$ cat src/rtl/alu_pkg.sv
// alu_pkg: opcode, shift-code and FSM state encodings shared by the multi-cycle ALU
package alu_pkg;

    typedef enum logic [2:0] {
        ALU_ADD,
        ALU_ADC,
        ALU_SUB,
        ALU_SBC,
        ALU_AND,
        ALU_OR,
        ALU_XOR,
        ALU_MOV
    } alu_op_e;

    typedef enum logic [1:0] {
        SH_SHL,
        SH_SAR,
        SH_ROL,
        SH_ROR
    } sh_op_e;

    typedef enum logic {
        ST_IDLE,
        ST_EXEC
    } state_e;

endpackage

$ cat src/rtl/alu_shift_unit.sv
// alu_shift_unit: shift-amount clamp/mod and the one-bit-per-cycle shift/rotate step
module alu_shift_unit
    import alu_pkg::*;
#(
    parameter int WIDTH = 8,
    parameter int SHW   = $clog2(WIDTH) + 1
) (
    input  logic             i_load,
    input  logic [1:0]       i_scode,
    input  logic [WIDTH-1:0] i_a,
    input  logic [WIDTH-1:0] i_b,
    input  logic [WIDTH-1:0] i_work,
    input  logic [SHW-1:0]   i_cnt,
    output logic [SHW-1:0]   o_n,
    output logic [WIDTH-1:0] o_next,
    output logic             o_bit,
    output logic [SHW-1:0]   o_cnt,
    output logic             o_last
);

    localparam logic [WIDTH-1:0] LP_W = WIDTH'(WIDTH);

    logic             w_rot;
    logic             w_left;
    logic [WIDTH-1:0] w_src;
    logic [SHW-1:0]   w_cnt;

    // On load the step works straight from the operand so the first bit moves in the accept cycle
    always_comb begin
        w_rot  = i_scode == SH_ROL || i_scode == SH_ROR;
        w_left = i_scode == SH_SHL || i_scode == SH_ROL;
        o_n    = w_rot ? SHW'(i_b % LP_W) : (i_b > LP_W ? SHW'(LP_W) : SHW'(i_b));
        w_src  = i_load ? i_a : i_work;
        w_cnt  = i_load ? o_n : i_cnt;
        o_next = w_left ? {w_src[WIDTH-2:0], w_rot ? w_src[WIDTH-1] : 1'b0}
                        : {w_rot ? w_src[0] : w_src[WIDTH-1], w_src[WIDTH-1:1]};
        o_bit  = w_left ? w_src[WIDTH-1] : w_src[0];
        o_cnt  = w_cnt - SHW'(1);
        o_last = w_cnt == SHW'(1);
    end

endmodule

$ cat src/rtl/alu_mc.sv
// alu_mc: multi-cycle ALU with flag register, start/done handshake and iterative shifter
module alu_mc
    import alu_pkg::*;
#(
    parameter int WIDTH = 8,
    parameter int SHW   = $clog2(WIDTH) + 1
) (
    input  logic             clk,
    input  logic             rst_n,
    input  logic             start,
    input  logic             is_shift,
    input  logic [1:0]       scode,
    input  logic [2:0]       acode,
    input  logic [WIDTH-1:0] a,
    input  logic [WIDTH-1:0] b,
    output logic             busy,
    output logic             done,
    output logic [WIDTH-1:0] r,
    output logic             zero,
    output logic             carry,
    output logic             neg,
    output logic             ovf
);

    state_e           r_state;
    state_e           w_state_nxt;
    logic [WIDTH-1:0] r_work;
    logic [SHW-1:0]   r_cnt;
    logic [1:0]       r_scode;

    logic             w_load;
    logic             w_step;
    logic             w_commit;
    logic             w_bit;
    logic             w_last;
    logic             w_sub;
    logic             w_cin;
    logic             w_c;
    logic             w_v;
    logic [SHW-1:0]   w_n;
    logic [SHW-1:0]   w_cnt;
    logic [WIDTH-1:0] w_next;
    logic [WIDTH-1:0] w_bop;
    logic [WIDTH-1:0] w_logic;
    logic [WIDTH-1:0] w_res;
    logic [WIDTH:0]   w_sum;

    assign w_load = r_state == ST_IDLE;
    assign busy   = r_state == ST_EXEC;

    alu_shift_unit #(
        .WIDTH (WIDTH),
        .SHW   (SHW)
    ) u_shift (
        .i_load  (w_load),
        .i_scode (w_load ? scode : r_scode),
        .i_a     (a),
        .i_b     (b),
        .i_work  (r_work),
        .i_cnt   (r_cnt),
        .o_n     (w_n),
        .o_next  (w_next),
        .o_bit   (w_bit),
        .o_cnt   (w_cnt),
        .o_last  (w_last)
    );

    // The result is committed one edge early so done, r and the flags share the last EXEC cycle
    always_comb begin
        w_state_nxt = w_load ? (start ? ST_EXEC : ST_IDLE) : (done ? ST_IDLE : ST_EXEC);
        w_step      = w_load ? start : !done;
        w_commit    = w_load ? start && (!is_shift || w_n == '0 || w_last) : !done && w_last;
    end

    always_comb begin
        w_sub   = acode == ALU_SUB || acode == ALU_SBC;
        w_bop   = w_sub ? ~b : b;
        w_cin   = acode == ALU_SUB || ((acode == ALU_ADC || acode == ALU_SBC) && carry);
        w_sum   = {1'b0, a} + {1'b0, w_bop} + {{WIDTH{1'b0}}, w_cin};
        w_logic = acode == ALU_AND ? a & b : acode == ALU_OR ? a | b : acode == ALU_XOR ? a ^ b : b;
        w_res   = w_next;
        w_c     = w_bit;
        w_v     = 1'b0;
        if (w_load && !is_shift) begin
            w_res = acode[2] ? w_logic : w_sum[WIDTH-1:0];
            w_c   = !acode[2] && w_sum[WIDTH];
            w_v   = !acode[2] && a[WIDTH-1] == w_bop[WIDTH-1] && w_sum[WIDTH-1] != a[WIDTH-1];
        end else if (w_load && w_n == '0) begin
            w_res = a;
            w_c   = carry;
        end
    end

    always_ff @(posedge clk or negedge rst_n) begin
        if (!rst_n) r_state <= ST_IDLE;
        else        r_state <= w_state_nxt;
    end

    always_ff @(posedge clk or negedge rst_n) begin
        if (!rst_n) begin
            r_work  <= '0;
            r_cnt   <= '0;
            r_scode <= '0;
            done    <= 1'b0;
            r       <= '0;
            zero    <= 1'b0;
            carry   <= 1'b0;
            neg     <= 1'b0;
            ovf     <= 1'b0;
        end else begin
            done <= w_commit;
            if (w_step) begin
                r_work <= w_next;
                r_cnt  <= w_cnt;
            end
            if (w_load) r_scode <= scode;
            if (w_commit) begin
                r     <= w_res;
                zero  <= w_res == '0;
                carry <= w_c;
                neg   <= w_res[WIDTH-1];
                ovf   <= w_v;
            end
        end
    end

endmodule

$ cat config.mk
export PLATFORM = sky130hd
export DESIGN_NAME = alu_mc
export DESIGN_NICKNAME = d
export VERILOG_FILES = /design/src/rtl/alu_pkg.sv /design/src/rtl/alu_shift_unit.sv /design/src/rtl/alu_mc.sv
export SDC_FILE = /design/constraint.sdc
export NUM_CORES = 1
export LEC_CHECK = 0
export ABC_AREA = 1
export CAP_MARGIN = 20
export CELL_PAD_IN_SITES_DETAIL_PLACEMENT = 0
export CELL_PAD_IN_SITES_GLOBAL_PLACEMENT = 1
export CORE_MARGIN = 2
export CORE_UTILIZATION = 43
export CTS_CLUSTER_SIZE = 20
export DETAILED_ROUTE_END_ITERATION = 10
export PLACE_DENSITY = 0.88
export SLEW_MARGIN = 20
export SYNTH_ARGS = -nofsm -noshare
export SYNTH_HDL_FRONTEND = slang
export SYNTH_HIERARCHICAL = 1
export SYNTH_SLANG_ARGS = --single-unit
export TNS_END_PERCENT = 10
$ cat constraint.sdc
create_clock -name clk -period 4.4 [get_ports clk]
set_clock_uncertainty 0.05 [all_clocks]
set_input_delay 0.44 -clock clk [delete_from_list [all_inputs] [get_ports clk]]
set_output_delay 0.44 -clock clk [all_outputs]
set_load 0.02 [all_outputs]
==> results.md <==
- Power density over the cells: 540 mW/mm^2
- Synth top area share: 22.9%
- Clock share of power: under 10%
- Via-to-Cell Ratio: a little over 5
- Switching power: a little under 0.9 mW
- Dpl ws: 0.835 ns
- Minimum clock period: between 3 and 4 ns
- # DRC: 0
- CTS tree: built
- Max FO, Critical Path: 8
- Busiest grt layer: met2
- Achievable Freq: approximately 0.31 GHz
- Most frequent cells after synthesis: 128 x nand2_1, 60 x inv_1, 36 x nand3_1
- P_int: about 0.95 mW
- Post-cts resize count: 0
- Vias: about 2800
- Multi-input logic area: roughly 0.0019 sq mm
- Die Ht: 86.7 um
- FF/Latch Area: 676 sq um
- Routed wire length: between 7000 and 8000 um
- Fill count: 678
- Leading cell type by number of instances after synthesis: nand2_1
- Hpwl dp: 6220 um
- Ys Warns: 6
- Synth Net Count: 488
- Leakage: around 1.9 nW
- GR Util All Layers: 22.0%
- First-pass GRT wire length: 12900 um
- Number of H-tree levels: 1
- Worst Tran Pin Value: roughly 0.5 ns
- Main flop type after synthesis: dfrtp_1
- Final setup TNS: 0 ns
- Cell Rows: 30
- Synth area leader: dfrtp_1
- Most area-consuming cells after synthesis: dfrtp_1 23%, nand2_1 16%, ha_1 11%
- Antenna diode count: 0
- Vias in the first global route: 2605
- Worst skew pair latency: ~0.28 ns
- Largest net degree at the start of global routing: 28
- Met1 usage: roughly a third
- Post-DP Area: ~0.0033 sq mm
- Drt wl/cell: 14.1 um
- Initial Util: between 40% and 50%
- Switching Fraction: around half
- Combinational fraction of design power: around 70%
- CP Capture Type: register
- Top-Level Pins: 39
- Relative slew slack: approximately two thirds
- HP Class: reg2reg
- Antenna-violating nets left: 0
- Slew Limit Fails: 0
- Port Buffers: 38
- Core box area: 0.00672 sq mm
- WP data arrival: 3.41 ns
- FF+latch count, synth: 27
- RSZ-0062 raised after global routing: no
- Worst-path clk slew: 0.10 ns
- Clk sink count: 27
- DIE WIDTH: 86.7 um
- Max Cap Viol: 0
- Data required, critical path: 4.53 ns
- Asr flop ratio synth: 100%
- Setup Fix Bufs, Post-CTS: 0
- Fin crit share: between 70% and 80%
- Cts hold-fix bufs: 0
- Flop pwr share: a little under a quarter
- Final instance area: 0.00338 sq mm
- Worst setup SP type: input pin
- Final Wtd Congestion: approximately 0.97
- Status: complete, no violations
- Grt ovf: 0
- Count of cell types in the netlist: 35
- M3 GR Usage: ~2.8%
- EDFF count, synth: 0
- Met2 usage: roughly 34%
- Initial antenna violation count: 0
- Final hold violations: 0
- Worst setup path class: in2reg
- Root Buffer Master: clkbuf_8
- Nets: ~520
- Area Overhead vs Synth: 14.9%
- Final hold slack: about 0.44 ns
- DRT Pass-1 Iters: 5
- DR iter-0 viols: roughly 150
- Register area share after synthesis: between 20 and 25%
- TritonCTS Buffers: 3
- Hold depth: 2
- Die area: 0.00752 sq mm
- Worst R2R Path Depth: 18
- Share of cells above drive strength 1: 9.83%
- Final setup viols: 0
- Setup ws final: 1.13 ns
- Max IR drop VDD: between 0.3 and 0.4 mV
- Post-Synthesis Cells: between 400 and 500
- Maximum clock insertion buffer count: 2
- Mapped Area: ~0.0029 sq mm
- Syn avg cell area: ~6.8 sq um
-- area by class of cell --
class | instances | share of cell area (%)
clock inverters | 1 | 0.222
well taps | 80 | 2.96
clock buffers | 3 | 1.22
multi-input cells | 327 | 56.1
repair buffers | 40 | 11.7
inverters | 70 | 7.84
flip-flops and latches | 27 | 20.0
-- worst max-delay path: stages --
cell	delay (ns)
clkdlybuf4s50_1	0.66
inv_2	0.08
nor2_1	0.19
nand2_1	0.12
nand2_2	0.21
xor2_1	0.23
fa_1	0.21
inv_1	0.08
fa_1	0.42
nand3_1	0.10
nand3_1	0.08
xor2_1	0.14
nand2_1	0.06
nand2_1	0.07
nand2_1	0.04
and2_1	0.15
nand4_1	0.09
nand2_1	0.05
-- state kept, by name, summed over array words and instances, names as in the netlist, 2 cells and up --
register / cells
r: 8
r_cnt: 4
r_scode: 2
r_work: 8
-- path summary, 6_finish.rpt --
kind | startpoint | to | slack (ns)
worst min register to register | r[6] | r[6] | 0.44
max in group asynchronous | rst_n | r_work[2] | 3.56
worst min-delay path | r[6] | r[6] | 0.44
worst max register to register | busy | zero | 1.64
worst max-delay path | acode[1] | zero | 1.13
min in group asynchronous | rst_n | ovf | 0.46
-- metrics by stage --
stage	cells	util [%]	total power [mW]
after detailed placement	544	49.6	1.68
final	548	50.3	1.83
after global placement	544	49.6	1.67
after CTS	548	50.3	1.83
after global routing	548	50.3	2.02
after floorplan	435	-	1.38
-- cell families after synthesis --
kind of cell | after synthesis | share of synthesized area, %
AND/OR/NAND/NOR | 223 | 33.3
AO/OA/AOI/OAI | 48 | 9.22
adder cells (fa/ha/maj) | 28 | 12.4
XOR/XNOR | 12 | 3.57
flip-flops | 27 | 22.9
multiplexers | 16 | 5.91
buffers and inverters | 81 | 12.6
-- cells in the final DEF, fill, tap and decap left out, types with 2 or more instances in the layout --
| cell | count |
|---|---|
| nand2_1 | 128 |
| inv_1 | 60 |
| clkdlybuf4s50_1 | 38 |
| nand3_1 | 36 |
| nor2_1 | 31 |
| dfrtp_1 | 27 |
| ha_1 | 26 |
| o21ai_0 | 22 |
| a21oi_1 | 13 |
| xor2_1 | 12 |
| mux2_2 | 11 |
| inv_2 | 9 |
| nand2_2 | 6 |
| nand4_1 | 6 |
| mux2i_1 | 5 |
| o211ai_1 | 4 |
| or2_1 | 3 |
| o21ai_1 | 3 |
| clkbuf_8 | 3 |
| or2_2 | 3 |
| nand3_2 | 2 |
| nor2_2 | 2 |
| or2_0 | 2 |
| fa_1 | 2 |
| buf_4 | 2 |
| o21ai_2 | 2 |
-- layer usage --
layer | routed length [um] | share of wire [%] | vias to the layer above
met5 | 0 | 0 | -
met4 | 129 | 1.7 | 0
met3 | 330 | 4.3 | 12
met2 | 3540 | 46 | 77
met1 | 3720 | 48 | 1308
li1 | - | - | 1445
-- power by group through the flow --
| stage | Combinational (mW) | Sequential, mW | Clock (mW) |
|---|---|---|---|
| final | 1.25 | 0.434 | 0.146 |
| after global routing | 1.41 | 0.449 | 0.162 |
| after CTS | 1.25 | 0.434 | 0.152 |
| after detailed placement | 1.25 | 0.439 | 0 |
| after global placement | 1.23 | 0.434 | 0 |
| after floorplan | 0.896 | 0.487 | 0 |
Note: power is estimated with default switching activity, not from simulation.
==> variant, RTL diff (same settings) <==
`WIDTH` is set to 8 in 2 places; all go to 4.
--- a/src/rtl/alu_shift_unit.sv
+++ b/src/rtl/alu_shift_unit.sv
@@ -4,3 +4,3 @@
 #(
-    parameter int WIDTH = 8,
+    parameter int WIDTH = 4,
     parameter int SHW   = $clog2(WIDTH) + 1
--- a/src/rtl/alu_mc.sv
+++ b/src/rtl/alu_mc.sv
@@ -4,3 +4,3 @@
 #(
-    parameter int WIDTH = 8,
+    parameter int WIDTH = 4,
     parameter int SHW   = $clog2(WIDTH) + 1
Interface: changed (resized a, b and r); port bits go from 39 to 27. The function was not compared with the original's and may differ.
==> variant against the original RTL <==
- wire length decreased by 50%
- power fell by 34%
- combinational power down 38%
- area after synthesis is 39% lower
- clock power is 8% lower
- count of clock-buffer cells in the layout increased by 1
- sequential cell count shrank 9
- design area down 38%
- critical path type unchanged
- setup slack better by 0.28 ns
==> variant: results (changes against the original RTL) <==
Parameter                              Value

Clock network
  Library cell used as clock root buffer    clkbuf_8 (unchanged)
  Clk pin slew, worst setup/hold paths    0.06 ns (was 0.10 ns)
  Insertion delay to the later sink of the worst-skew pair    0.25 ns (was 0.28 ns)
  H-tree levels    1 (unchanged)

Cells and area
  Layout Nets    302 (was 522)
  Ant. Diodes    0 (unchanged)
  Share of final-layout standard cells stronger than drive strength 1    12.3% (was 9.83%)
  Registers with the most flip-flops    r x4, r_work x4, r_cnt x3 (was r x8, r_work x8, r_cnt x4)

GRT
  Overall track demand over capacity in global routing    19.1% (was 22.0%)
  Global-route wire length before repair    6690 um (was 12,900 um)
  Antenna violations before repair    0 (unchanged)
  Vias in the first global route    1,455 (was 2,605)
  Maximum number of pins on one net before global-route repair    20 (was 28)

Critical path
  Maximum net fanout on the critical path    9 (was 8)
  Worst setup startpoint    acode[2] (was acode[1])
  Largest stage delay on the critical path    0.75 ns (was 0.66 ns)
  Worst R2R End    ovf (was zero)
  CP endpoint    zero (unchanged)
  Internal reg-to-reg setup slack    2.00 ns (was 1.64 ns)
  Data arrival time of the worst path    3.08 ns (was 3.41 ns)
  Path depth of the worst reg2reg path    15 (was 18)

Yosys
  Complex-gate fraction of the synthesized area    12.4% (was 9.22%)
  Share of synthesized area spent on multiplexers    3.16% (was 5.91%)
  Average instance area after synthesis    7.33 um2 (was 6.77 um2)
  Sequential area share after synthesis    25.3% (was 22.9%)
  Share of async-settable or async-resettable flops after synthesis    100% (unchanged)
  Most common library cells after synthesis    nand2_1 (62), inv_1 (34), nand3_1 (22) (was nand2_1 (128), inv_1 (60), nand3_1 (36))
  Adder-cell area share of the yosys netlist    12.1% (was 12.4%)
  Unique cell type count in the Yosys netlist    37 (was 35)
  Prevailing post-synth register cell    dfrtp_1 (unchanged)
  Largest cells by area after synthesis    dfrtp_1 (25%), nand2_1 (13%), ha_1 (9.8%) (was dfrtp_1 (23%), nand2_1 (16%), ha_1 (11%))
  Share of the synthesized netlist area taken by xor and xnor gates    2.46% (was 3.57%)
  Number of nets produced by synthesis    276 (was 488)

Route
  Initial drt markers    91 (was 147)
  Detail-routed via count per cell    4.97 (was 5.19)
  Number of search-and-repair iterations in the first detailed-routing pass    4 (was 5)
  Total Wirelength    3880 um (was 7720 um)
  Via count    1,582 (was 2,842)

Outcome
  Result of the run    finished clean (unchanged)

Pwr
  Maximum ir drop on the vdd rail    0.183 mV (was 0.337 mV)
  Leakage    1.06 nW (was 1.85 nW)
  Switching portion of total power    46.2% (was 48.2%)

Placement
  Cell Count Post-Placement    314 (was 544)
  Post-DP HPWL    3220 um (was 6220 um)
  Weighted congestion reported at the end of routability-driven placement    0.866 (was 0.966)
  Port Buffer Count    26 (was 38)

Timing
  Final worst hold slack    0.437 ns (was 0.442 ns)
  Slew headroom    47.1% (was 66.6%)
## variant: changes by cell type after synthesis, moves of 4 or more
cell     change
nand2_1     -66
inv_1       -26
nor2_1      -16
nand3_1     -14
ha_1        -12
o21ai_0     -10
dfrtp_1      -9
xor2_1       -7
a21oi_1      -6
mux2_2       -6
mux2i_1      -5
nand2_2      -5
inv_2        -4
## variant: kinds of logic (layout without fill, tap and decap cells)
family	count (synthesis)	in the layout
XOR/XNOR	5	5
multiplexers	5	5
AND/OR/NAND/NOR	121	121
buffers and inverters	45	70
flip-flops	18	18
adder cells (fa/ha/maj)	16	16
AO/OA/AOI/OAI	33	33
## variant: worst max-delay path: cells and delay by family
| kind | cells | cell delay, ns |
|---|---|---|
| AO/OA/AOI/OAI | 2 | 0.15 |
| adder cells (fa/ha/maj) | 2 | 0.87 |
| AND/OR/NAND/NOR | 4 | 0.53 |
| XOR/XNOR | 1 | 0.16 |
| buffers and inverters | 3 | 0.93 |
## variant: stage by stage
step	setup slack (ns)	power [mW]	cell area [um2]	util, %
floorplan	1.90	0.886	1780	-
global placement	1.19	1.06	2050	51.3
detailed placement	1.15	1.07	2050	51.3
CTS	1.42	1.21	2110	52.7
global route	1.25	1.32	2110	52.7
finish	1.41	1.20	2110	52.7
## variant: how the worst min path moves through the flow
stage / cells after the start / start / to
2_1_floorplan: 0 / rst_n / busy
3_3_place_gp: 2 / r[0] / r[0]
3_5_place_dp: 2 / r[0] / r[0]
4_1_cts: 2 / r[0] / r[0]
5_1_grt: 2 / r[0] / r[0]
6_report: 2 / r[0] / r[0]
## variant: power by group through the flow
stage | combinational (mW) | clock, mW | sequential [mW]
finish | 0.780 | 0.134 | 0.284
global route | 0.879 | 0.145 | 0.296
CTS | 0.786 | 0.138 | 0.286
detailed placement | 0.784 | 0 | 0.289
global placement | 0.775 | 0 | 0.285
floorplan | 0.565 | 0 | 0.321
## variant: layout make-up
type	instances	area, um2
fillers	419	1890
multi-input cells	180	1130
flip-flops and latches	18	450
inverters	40	153
well taps	50	62.6
repair buffers	26	260
clock buffers	4	55.1
## variant: metal layers
layer / routed length, um / share of wire (%) / GRT usage (%) / up-vias
met4: 41 / 1.1 / 5.50 / 0
met1: 1880 / 49 / 25.8 / 707
met2: 1810 / 47 / 31.7 / 41
met3: 143 / 3.7 / 2.30 / 4
met5: 0 / 0 / 0 / -
li1: - / - / - / 830
